File: src/rtl/corr_multi_detector_pkg.sv
// Shared types and width helpers for the multi-channel correlation detector.
package corr_multi_detector_pkg;

  // Per-channel detector state: idle, active inside the minimum-on hold,
  // and active with the hold satisfied (release allowed).
  typedef enum logic [1:0] {
    CH_IDLE  = 2'd0,
    CH_HOLD  = 2'd1,
    CH_ARMED = 2'd2
  } ch_state_e;

  // Index width that never collapses to zero bits, even for a single channel.
  function automatic int clog2_min1(input int n);
    return (n <= 1) ? 1 : $clog2(n);
  endfunction

  // Largest unsigned value representable in w bits.
  function automatic int sat_max(input int w);
    return (1 << w) - 1;
  endfunction

  // Default configuration: 4 channels, 10-bit datapath.
  localparam int CH_W    = clog2_min1(4);
  localparam int SAT_MAX = sat_max(10);

endpackage

File: src/rtl/corr_multi_detector_if.sv
// Tagged correlation sample stream from the correlator bank.
// Handshake: valid-only stream, no backpressure. A sample is consumed on every
// rising clk edge where correlation_valid is 1; correlation and correlation_ch
// are only meaningful in that cycle. The consumer must accept one per cycle.
interface corr_multi_detector_if #(
  parameter int WIDTH = 10,
  parameter int CH_W  = 2
);
  logic [WIDTH-1:0] correlation;
  logic [CH_W-1:0]  correlation_ch;
  logic             correlation_valid;

  modport master (output correlation, output correlation_ch, output correlation_valid);
  modport slave  (input  correlation, input  correlation_ch, input  correlation_valid);
endinterface

File: src/rtl/corr_multi_detector_hyst.sv
// One channel's hysteresis detector with minimum-on hold and its own
// runtime-adjustable high/low thresholds.
module corr_hyst_channel
  import corr_multi_detector_pkg::*;
#(
  parameter int WIDTH       = 10,
  parameter int THRESH_HIGH = 450,
  parameter int THRESH_LOW  = 250,
  parameter int THRESH_STEP = 4,
  parameter int MIN_ON      = 8
) (
  input  logic             clk,
  input  logic             rst,
  input  logic             eval,
  input  logic [WIDTH-1:0] filt,
  input  logic             adj_en,
  input  logic             thresh_sel,
  input  logic             inc_thresh,
  input  logic             dec_thresh,
  output logic             active,
  output logic             onset,
  output logic             release_pulse,
  output logic [WIDTH-1:0] thr_hi,
  output logic [WIDTH-1:0] thr_lo,
  output ch_state_e        state
);

  localparam int               CNT_W     = clog2_min1(MIN_ON + 1);
  localparam int               WP1       = WIDTH + 1;
  localparam logic [CNT_W-1:0] HOLD_DONE = CNT_W'(MIN_ON);
  localparam logic [WIDTH-1:0] MAX_VAL   = WIDTH'(sat_max(WIDTH));
  localparam logic [WIDTH:0]   STEP      = WP1'(THRESH_STEP);

  ch_state_e        state_next;
  logic [CNT_W-1:0] hold_cnt, hold_next, hold_inc;
  logic             onset_next, release_next;
  logic [WIDTH:0]   sel_old, sel_up;
  logic [WIDTH-1:0] sel_new, hi_next, lo_next;

  assign active = (state != CH_IDLE);

  // Next state of the detector; only a stage-2 evaluation of this channel moves it.
  always_comb begin
    state_next   = state;
    hold_next    = hold_cnt;
    hold_inc     = hold_cnt;
    onset_next   = 1'b0;
    release_next = 1'b0;
    if (hold_cnt < HOLD_DONE) hold_inc = hold_cnt + CNT_W'(1);
    if (eval) begin
      case (state)
        CH_IDLE: begin
          if (filt > thr_hi) begin
            state_next = CH_HOLD;
            hold_next  = '0;
            onset_next = 1'b1;
          end
        end
        default: begin
          // The incremented count is used, so release is possible on the
          // MIN_ON-th evaluation after onset.
          hold_next = hold_inc;
          if (hold_inc >= HOLD_DONE) begin
            if (filt < thr_lo) begin
              state_next   = CH_IDLE;
              release_next = 1'b1;
            end else begin
              state_next = CH_ARMED;
            end
          end else begin
            state_next = CH_HOLD;
          end
        end
      endcase
    end
  end

  // Saturating threshold step; an update that would leave lo >= hi is dropped.
  always_comb begin
    hi_next = thr_hi;
    lo_next = thr_lo;
    sel_old = thresh_sel ? {1'b0, thr_hi} : {1'b0, thr_lo};
    sel_up  = sel_old + STEP;
    if (inc_thresh)          sel_new = sel_up[WIDTH] ? MAX_VAL : sel_up[WIDTH-1:0];
    else if (sel_old >= STEP) sel_new = WIDTH'(sel_old - STEP);
    else                     sel_new = '0;
    if (adj_en && (inc_thresh ^ dec_thresh)) begin
      if (thresh_sel) begin
        if (thr_lo < sel_new) hi_next = sel_new;
      end else begin
        if (sel_new < thr_hi) lo_next = sel_new;
      end
    end
  end

  // Detector and threshold registers.
  always_ff @(posedge clk or posedge rst) begin
    if (rst) begin
      state         <= CH_IDLE;
      hold_cnt      <= '0;
      onset         <= 1'b0;
      release_pulse <= 1'b0;
      thr_hi        <= WIDTH'(THRESH_HIGH);
      thr_lo        <= WIDTH'(THRESH_LOW);
    end else begin
      state         <= state_next;
      hold_cnt      <= hold_next;
      onset         <= onset_next;
      release_pulse <= release_next;
      thr_hi        <= hi_next;
      thr_lo        <= lo_next;
    end
  end

endmodule

File: src/rtl/corr_multi_detector.sv
// Multi-channel correlation detector: shared per-channel IIR low-pass filter
// (one sample per cycle) feeding one hysteresis detector per channel, plus a
// registered readback port. "release" is a reserved word, so the release
// pulse vector is named release_pulse.
module corr_multi_detector
  import corr_multi_detector_pkg::*;
#(
  parameter int NUM_CH       = 4,
  parameter int WIDTH        = 10,
  parameter int FILTER_SHIFT = 5,
  parameter int THRESH_HIGH  = 450,
  parameter int THRESH_LOW   = 250,
  parameter int THRESH_STEP  = 4,
  parameter int MIN_ON       = 8
) (
  input  logic                            clk,
  input  logic                            rst,
  corr_multi_detector_if.slave            s_if,
  input  logic [clog2_min1(NUM_CH)-1:0]   adj_ch,
  input  logic                            thresh_sel,
  input  logic                            inc_thresh,
  input  logic                            dec_thresh,
  input  logic [clog2_min1(NUM_CH)-1:0]   rd_ch,
  output logic [NUM_CH-1:0]               active,
  output logic [NUM_CH-1:0]               onset,
  output logic [NUM_CH-1:0]               release_pulse,
  output logic [WIDTH-1:0]                rd_filtered,
  output logic [WIDTH-1:0]                rd_thresh_high,
  output logic [WIDTH-1:0]                rd_thresh_low,
  output ch_state_e                       dbg_state [NUM_CH]
);

  localparam int               CH_W    = clog2_min1(NUM_CH);
  localparam logic [WIDTH-1:0] MAX_VAL = WIDTH'(sat_max(WIDTH));

  logic [WIDTH-1:0] filt     [NUM_CH];
  logic [WIDTH-1:0] thr_hi_w [NUM_CH];
  logic [WIDTH-1:0] thr_lo_w [NUM_CH];
  logic             in_range, rd_ok, s1_valid;
  logic [CH_W-1:0]  s1_ch;
  logic [WIDTH-1:0] cur_filt, filt_next;
  logic [WIDTH:0]   filt_sum;

  assign in_range = 32'(s_if.correlation_ch) < 32'(NUM_CH);
  assign rd_ok    = 32'(rd_ch) < 32'(NUM_CH);

  // Stage-1 filter step for the tagged channel, one bit wider then clamped.
  always_comb begin
    cur_filt = '0;
    if (in_range) cur_filt = filt[s_if.correlation_ch];
    filt_sum  = {1'b0, cur_filt} + {1'b0, s_if.correlation >> FILTER_SHIFT}
              - {1'b0, cur_filt >> FILTER_SHIFT};
    filt_next = filt_sum[WIDTH] ? MAX_VAL : filt_sum[WIDTH-1:0];
  end

  // Filter state plus the stage-1 -> stage-2 channel tag; out-of-range tags are dropped.
  always_ff @(posedge clk or posedge rst) begin
    if (rst) begin
      for (int i = 0; i < NUM_CH; i++) filt[i] <= '0;
      s1_valid <= 1'b0;
      s1_ch    <= '0;
    end else begin
      s1_valid <= s_if.correlation_valid && in_range;
      s1_ch    <= s_if.correlation_ch;
      if (s_if.correlation_valid && in_range) filt[s_if.correlation_ch] <= filt_next;
    end
  end

  // Registered readback of the selected channel; unknown channels read as zero.
  always_ff @(posedge clk or posedge rst) begin
    if (rst) begin
      rd_filtered    <= '0;
      rd_thresh_high <= '0;
      rd_thresh_low  <= '0;
    end else if (rd_ok) begin
      rd_filtered    <= filt[rd_ch];
      rd_thresh_high <= thr_hi_w[rd_ch];
      rd_thresh_low  <= thr_lo_w[rd_ch];
    end else begin
      rd_filtered    <= '0;
      rd_thresh_high <= '0;
      rd_thresh_low  <= '0;
    end
  end

  // Stage 2: the channel tagged last cycle evaluates its freshly updated filter value.
  for (genvar i = 0; i < NUM_CH; i++) begin : g_ch
    corr_hyst_channel #(
      .WIDTH       (WIDTH),
      .THRESH_HIGH (THRESH_HIGH),
      .THRESH_LOW  (THRESH_LOW),
      .THRESH_STEP (THRESH_STEP),
      .MIN_ON      (MIN_ON)
    ) u_ch (
      .clk           (clk),
      .rst           (rst),
      .eval          (s1_valid && (s1_ch == CH_W'(i))),
      .filt          (filt[i]),
      .adj_en        (adj_ch == CH_W'(i)),
      .thresh_sel    (thresh_sel),
      .inc_thresh    (inc_thresh),
      .dec_thresh    (dec_thresh),
      .active        (active[i]),
      .onset         (onset[i]),
      .release_pulse (release_pulse[i]),
      .thr_hi        (thr_hi_w[i]),
      .thr_lo        (thr_lo_w[i]),
      .state         (dbg_state[i])
    );
  end

endmodule
File: src/flat_wrapper.sv
// flat-port wrapper written by rule: the top's interface ports become plain ports
module corr_multi_detector_flat import corr_multi_detector_pkg::*;
#(
  parameter int NUM_CH       = 4,
  parameter int WIDTH        = 10,
  parameter int FILTER_SHIFT = 5,
  parameter int THRESH_HIGH  = 450,
  parameter int THRESH_LOW   = 250,
  parameter int THRESH_STEP  = 4,
  parameter int MIN_ON       = 8
)
  (clk, rst, adj_ch, thresh_sel, inc_thresh, dec_thresh, rd_ch, active, onset, release_pulse, rd_filtered, rd_thresh_high, rd_thresh_low, dbg_state, s_if_correlation, s_if_correlation_ch, s_if_correlation_valid);
  corr_multi_detector_if #(.WIDTH(WIDTH)) s_if_i ();
  input  logic clk;
  input  logic rst;
  input  logic [clog2_min1(NUM_CH)-1:0] adj_ch;
  input  logic thresh_sel;
  input  logic inc_thresh;
  input  logic dec_thresh;
  input  logic [clog2_min1(NUM_CH)-1:0] rd_ch;
  output logic [NUM_CH-1:0] active;
  output logic [NUM_CH-1:0] onset;
  output logic [NUM_CH-1:0] release_pulse;
  output logic [WIDTH-1:0] rd_filtered;
  output logic [WIDTH-1:0] rd_thresh_high;
  output logic [WIDTH-1:0] rd_thresh_low;
  output ch_state_e dbg_state[NUM_CH];
  input wire logic [$bits(s_if_i.correlation)-1:0] s_if_correlation;
  input wire logic [$bits(s_if_i.correlation_ch)-1:0] s_if_correlation_ch;
  input wire logic [$bits(s_if_i.correlation_valid)-1:0] s_if_correlation_valid;
  assign s_if_i.correlation = s_if_correlation;
  assign s_if_i.correlation_ch = s_if_correlation_ch;
  assign s_if_i.correlation_valid = s_if_correlation_valid;
  corr_multi_detector #(.NUM_CH(NUM_CH), .WIDTH(WIDTH), .FILTER_SHIFT(FILTER_SHIFT), .THRESH_HIGH(THRESH_HIGH), .THRESH_LOW(THRESH_LOW), .THRESH_STEP(THRESH_STEP), .MIN_ON(MIN_ON)) u_core (.clk(clk), .rst(rst), .s_if(s_if_i), .adj_ch(adj_ch), .thresh_sel(thresh_sel), .inc_thresh(inc_thresh), .dec_thresh(dec_thresh), .rd_ch(rd_ch), .active(active), .onset(onset), .release_pulse(release_pulse), .rd_filtered(rd_filtered), .rd_thresh_high(rd_thresh_high), .rd_thresh_low(rd_thresh_low), .dbg_state(dbg_state));
endmodule
File: config.mk
export PLATFORM = sky130hd
export DESIGN_NAME = corr_multi_detector_flat
export DESIGN_NICKNAME = d
export VERILOG_FILES = /design/src/rtl/corr_multi_detector_pkg.sv /design/src/rtl/corr_multi_detector_if.sv /design/src/rtl/corr_multi_detector_hyst.sv /design/src/rtl/corr_multi_detector.sv /design/src/flat_wrapper.sv
export SDC_FILE = /design/constraint.sdc
export NUM_CORES = 1
export LEC_CHECK = 0
export ABC_AREA = 1
export CAP_MARGIN = 5
export CORE_UTILIZATION = 56
export CTS_CLUSTER_DIAMETER = 30
export DETAILED_ROUTE_END_ITERATION = 6
export GPL_TIMING_DRIVEN = 0
export PLACE_DENSITY = 0.84
export SLEW_MARGIN = 10
export SYNTH_ARGS = -nofsm -noshare
export SYNTH_HDL_FRONTEND = slang
export SYNTH_SLANG_ARGS = --single-unit
File: constraint.sdc
create_clock -name clk -period 5.91 [get_ports clk]
set_input_delay 1.182 -clock clk [delete_from_list [all_inputs] [get_ports clk]]
set_output_delay 1.182 -clock clk [all_outputs]
set_load 0.03 [all_outputs]
# Yosys cells after proc, flatten, opt, wreduce, memory -nomap -nowiden
# Index checks and enable logic that the tools add are counted.
# classes
n_reduce_logical	31
n_mux	88
n_addsub	14
order_cmp	31
eq_ne	10
bitwise_logic	4
# op_table
op	n
2-to-1 mux 10 bit	26
< comparator 10 bit	12
binary-select mux 10 bit (select 2 bit)	4
2-to-1 mux 4 bit	12
adder 10 x 3 -> 11 bit, second input constant	4
bitwise mux 40 bit	1
greater-or-equal comparator 10 x 3 -> 1 bit, second input constant	4
greater-than comparator 10 bit	4
subtractor 10 x 3 -> 10 bit, second input constant	4
2-to-1 mux 2 bit	16
2-to-1 mux 1 bit	28
AND reduction 3 bit	8
demux 10 bit (select 2 bit)	1
adder 4 x 1 -> 4 bit, second input constant	4
greater-or-equal comparator 4 bit, second input constant	4
< comparator 4 bit, second input constant	4
logical NOT 2 bit	6
adder 10 x 5 -> 11 bit	1
subtractor 11 x 5 -> 11 bit	1
logical AND 1 bit	9
== test 2 bit, second input constant	4
inequality test 2 bit, second input constant	4
AND reduction 2 bit	4
nonzero test 2 bit	4
other kinds (6)	9
# totals
regBits	185
inputBits	22

# Depth between registers and ports, before layout
# logic_depth
ltp_word	8
depth_mapped	28
mapped_depth_nobuf	25

# Hierarchy
# A second synthesis with hierarchy kept.
# unflattened
hier_cells	2115
area_unflattened_um2	15512.4
# by_module_without_submodules
mod	area_each_um2	cells_each	instances	seq_area_each_um2
corr_hyst_channel at u_core.g_ch[1].u_ch ...	2787.7	390	2	713.2
corr_multi_detector	4315.4	558	1	1826.8
corr_hyst_channel at u_core.g_ch[2].u_ch	2815.2	389	1	713.2
corr_hyst_channel at u_core.g_ch[0].u_ch	2806.4	388	1	713.2

# Least setup slack after synthesis
# OpenSTA, ideal clock, no wires.
# synth_path
path_type	input to register
from	in thresh_sel
to	reg u_core.g_ch[2].u_ch.thr_hi[3]
cell_stages	24
path_slack_ps	1728
arrival_ps	4066
path_cell_list	buf_6 -> buf_8 -> buf_6 -> buf_6 -> nand2_1 -> o21ai_2 -> inv_2 -> ha_1 -> inv_1 -> nor3_2 -> nand2_1 -> nand2_1 -> nor2_1 -> nor3_2 -> inv_1 -> ha_1 -> nand2_1 -> nor2_1 -> nand3_1 -> nor2_1 -> a21oi_2 -> buf_4 -> nand3_1 -> nand2_1
# synth_between
elab_chain_len	6
word_cells_on_any_way	9
classes_between	2 x add/sub; 2 x order compare; 4 x mux; 1 x reduce/logical
# synth_rtl
element	line_no	rtl
start, declared	flat_wrapper.sv:17	input logic thresh_sel;
2-to-1 mux 10 bit (*)	corr_multi_detector_hyst.sv:82	sel_old = thresh_sel ? {1'b0, thr_hi} : {1'b0, thr_lo};
subtractor 10 x 3 -> 10 bit, or another cell as far along	corr_multi_detector_hyst.sv:85	else if (sel_old >= STEP) sel_new = WIDTH'(sel_old - STEP);
2-to-1 mux 10 bit (on tied branches)	corr_multi_detector_hyst.sv:85, corr_multi_detector_hyst.sv:84	
2-to-1 mux 10 bit (*)	corr_multi_detector_hyst.sv:84	if (inc_thresh) sel_new = sel_up[WIDTH] ? MAX_VAL : sel_up[WIDTH-1:0];
via u_core.g_ch[2].u_ch.sel_new[9]	corr_multi_detector_hyst.sv:38	logic [WIDTH-1:0] sel_new, hi_next, lo_next;
< comparator 10 bit (*)	corr_multi_detector_hyst.sv:89	if (thr_lo < sel_new) hi_next = sel_new;
AND reduction 3 bit (no line) (*)	n/a	
end signal, assigned	corr_multi_detector_hyst.sv:103	thr_hi <= WIDTH'(THRESH_HIGH);
end signal, assigned	corr_multi_detector_hyst.sv:110	thr_hi <= hi_next;
end, declared	corr_multi_detector_hyst.sv:23	output logic [WIDTH-1:0] thr_hi,
# Mark *: on every way through the listed nets, which the timed path passes. The rest lies on a longest branch.
# A chain may end at the register's enable or synchronous reset.

# Worst setup path in the final report
# layout_path
from	in s_if_correlation_ch[0]
to	reg u_core.filt[36] (netlist name)
# layout_between
elab_chain_len	8
word_cells_on_any_way	13
classes_between	2 x add/sub; 2 x order compare; 7 x mux; 1 x bitwise; 1 x reduce/logical
# layout_rtl
element	line_no	rtl
start, declared	flat_wrapper.sv:29	input wire logic [$bits(s_if_i.correlation_ch)-1:0] s_if_correlation_ch;
inverter 2 -> 3 bit (implied by the code) (*)	corr_multi_detector.sv:50, corr_multi_detector.sv:65	
binary-select mux 10 bit (select 2 bit)	corr_multi_detector.sv:50	if (in_range) cur_filt = filt[s_if.correlation_ch];
2-to-1 mux 10 bit (implied by the code) (2 in a row)	corr_multi_detector.sv:50	
adder 10 x 5 -> 11 bit	corr_multi_detector.sv:51	filt_sum = {1'b0, cur_filt} + {1'b0, s_if.correlation >> FILTER_SHIFT}
subtractor 11 x 5 -> 11 bit	corr_multi_detector.sv:52	- {1'b0, cur_filt >> FILTER_SHIFT};
2-to-1 mux 10 bit	corr_multi_detector.sv:53	filt_next = filt_sum[WIDTH] ? MAX_VAL : filt_sum[WIDTH-1:0];
bitwise mux 40 bit (*)	corr_multi_detector.sv:65	if (s_if.correlation_valid && in_range) filt[s_if.correlation_ch] <= filt_next;
end signal, assigned by index	corr_multi_detector.sv:65	
end, declared	corr_multi_detector.sv:36	logic [WIDTH-1:0] filt [NUM_CH];
# Every way passes the cells marked *; elsewhere a longest branch is shown, timed or not. The select of a mux whose other input is x is not followed.

==> run metrics <==
status=finished with violations; violated checks=design-rule violations; most instantiated cells after synthesis=nand2_1 (501), inv_1 (295), a21oi_1 (174); max-slew violation count=0; nets=2357; Max H-tree Level=4; Crit path arrival time=5.42 ns; met2 Track Usage GR=0.587; setup_tns=0 ns; post-CTS setup buffer count=0; maximum VDD drop=294 uV; Max-Cap Viols=0; 1st-iter DRT viols=1737; Synth Warn #=0; grt peak-use layer=met2; Ant. Diodes=0; RSZ-0062 raised after global routing=false; Tmin final=5.05 ns; grt total ovfl=0; core box area=26300 um^2; CTS tree=built; final setup violation count=0; clock-pin slew on the worst setup and hold paths=0.08 ns; Pwr per Cell Area=538 nW/um^2; top-level port count=72; area share of the largest cell type after synthesis=0.239; Area Overhead vs Synth=12.0%; Worst-Margin Slew=0.911 ns; Remaining DRCs=10; Worst Hold Path Cells=2; Worst Clk Skew=0.0205 ns; total CTS buffers=17; largest cells by area after synthesis=dfrtp_1 (24%), ha_1 (14%), nand2_1 (12%); Clock Tree Root=clkbuf_16; Synth Register Bits=185; width of the die=167 um; cts hold-fix bufs=0; register area share after synthesis=0.309; vias in the first global route=14200; DR WL/cell=20.0 um; largest net degree at the start of global routing=39; met1 GRT Util=0.480; Final Hold Fails=0; syn_area_per_cell=7.31 um^2; chip height=167 um; Hold Path Class=reg2reg; area leader, netlist=dfrtp_1; ys flop type=dfrtp_1; crit share post-route=0.854; Finished Layout Cells=2511; count leader, synth=nand2_1; Lkg Pwr=8.50 nW; fmax=0.198 GHz; Synth Instances=2074; Sink Count=185; nature of the critical path startpoint=primary input; Final GP Congestion=0.978; first-pass GRT wire length=78200 um; CP max FO=10; final WL=50300 um; final worst slack=0.861 ns; GRT Overall Usage=0.366; ys async rst share=1.00; DRT antenna net count=0; CP Capture Type=register; Clk Latency, worst-skew pair=0.47 ns; initial antenna violation count=0; Global Route met3 Usage=0.0720; Synth cell types=59; DP HPWL=40000 um; Worst R2R Path Depth=19; utilization after layout=0.646; syn nets=2268; router iterations before antenna repair=7; kind of critical path=in2reg; via/cell ratio=6.01; Fill cells=2303; # port buffers=65; CP required=6.28 ns; worst-case clock buffer depth=2; pre-CTS WS=0.500 ns; Row Count=59; EDFF count, synth=0; placed cells=2479; CTS-repair resized insts=0; vias=15100; normalized max-slew margin=0.386; die area=27700 um^2; initial core utilization=0.577; layout cells sized above 1=0.0997; Mapped Area=15200 um^2
-- through the flow --
stage | total power, mW | hold WS (ns) | cell area, um^2
4_1_cts | 8.99 | 0.470 | 17000
3_5_place_dp | 7.72 | 0.456 | 16300
6_report | 9.14 | 0.474 | 17000
2_1_floorplan | 5.99 | 0.442 | 15200
3_3_place_gp | 7.50 | 0.450 | 16200
5_1_grt | 9.82 | 0.489 | 17000
-- cell families (layout without fill, tap and decap cells) --
family	Yosys count	after routing	synth area share
flip-flops	185	185	0.309
XOR/XNOR	32	32	0.0185
AO/OA/AOI/OAI	421	421	0.165
adder cells (fa/ha/maj)	172	172	0.144
multiplexers	7	7	0.00520
AND/OR/NAND/NOR	885	885	0.254
buffers and inverters	372	474	0.104
-- path summary, 6_finish.rpt --
kind,start,endpoint,slack [ns]
setup / recovery,s_if_correlation_ch[0],u_core.filt[36],0.86
hold / removal,u_core.g_ch[1].u_ch.thr_hi[8],u_core.g_ch[1].u_ch.thr_hi[8],0.47
setup reg to reg,u_core.g_ch[2].u_ch.thr_lo[3],u_core.g_ch[2].u_ch.thr_hi[0],1.91
hold reg to reg,u_core.g_ch[1].u_ch.thr_hi[8],u_core.g_ch[1].u_ch.thr_hi[8],0.47
max in group asynchronous,rst,u_core.g_ch[2].u_ch.thr_lo[7],3.86
min in group asynchronous,rst,u_core.rd_filtered[2],1.14
-- power breakdown --
| part | internal (mW) | total [mW] | switching (mW) |
|---|---|---|---|
| Sequential | 1.82 | 2.47 | 0.653 |
| Combinational | 1.92 | 5.45 | 3.53 |
| Clock | 0.588 | 1.22 | 0.635 |
| Total | 4.32 | 9.14 | 4.82 |
-- routing by layer --
metal | wire length [um] | part of all wire
met1 | 20500 | 0.41
met2 | 23000 | 0.46
met3 | 4910 | 0.098
met4 | 1940 | 0.038
met5 | 0 | 0
-- layout make-up --
cell class                 count  area, um^2  share of cell area
multi-input combinational   1517        8910               0.525
sequential                   185        4680               0.276
inverter                     305        1150              0.0678
timing repair buffer          70         758              0.0447
buffer                        67         429              0.0253
clock buffer                  17         425              0.0251
tap                          335         419              0.0247
clock inverter                15         209              0.0123
-- worst max-delay path: stages --
cell             delay (ns)
clkdlybuf4s50_1        0.57
inv_1                  0.06
nor2_1                 0.15
clkinv_1               0.31
o22ai_1                0.23
a21oi_1                0.08
o21a_1                 0.15
inv_1                  0.12
fa_1                   0.42
inv_1                  0.07
ha_1                   0.30
a21oi_1                0.24
o221ai_1               0.15
nand2_1                0.09
nand4_1                0.10
or2_2                  0.29
nand2_1                0.16
inv_1                  0.15
o21ai_0                0.37
nand2_1                0.10
o21ai_0                0.11
-- flip-flops by register name (all words and copies together), names as in the netlist --
signal                          cells
u_core.rd_thresh_high              10
u_core.rd_thresh_low               10
u_core.g_ch.u_ch.hold_cnt          16
u_core.g_ch.u_ch.thr_lo            40
u_core.filt                        40
u_core.g_ch.u_ch.thr_hi            40
u_core.g_ch.u_ch.onset              4
u_core.g_ch.u_ch.state              8
u_core.s1_ch                        2
u_core.rd_filtered                 10
u_core.g_ch.u_ch.release_pulse      4
u_core.s1_valid                     1
-- cells in the final DEF, fill, tap and decap left out, types with 26 or more instances in the layout --
| master | n |
|---|---|
| nand2_1 | 501 |
| inv_1 | 294 |
| a21oi_1 | 174 |
| ha_1 | 167 |
| nand3_1 | 158 |
| dfrtp_1 | 145 |
| o21ai_0 | 113 |
| nor2_1 | 110 |
| clkdlybuf4s50_1 | 65 |
| dfstp_2 | 40 |
| nand4_1 | 34 |
| xor2_1 | 26 |
Note: power is estimated with default switching activity, not from simulation.
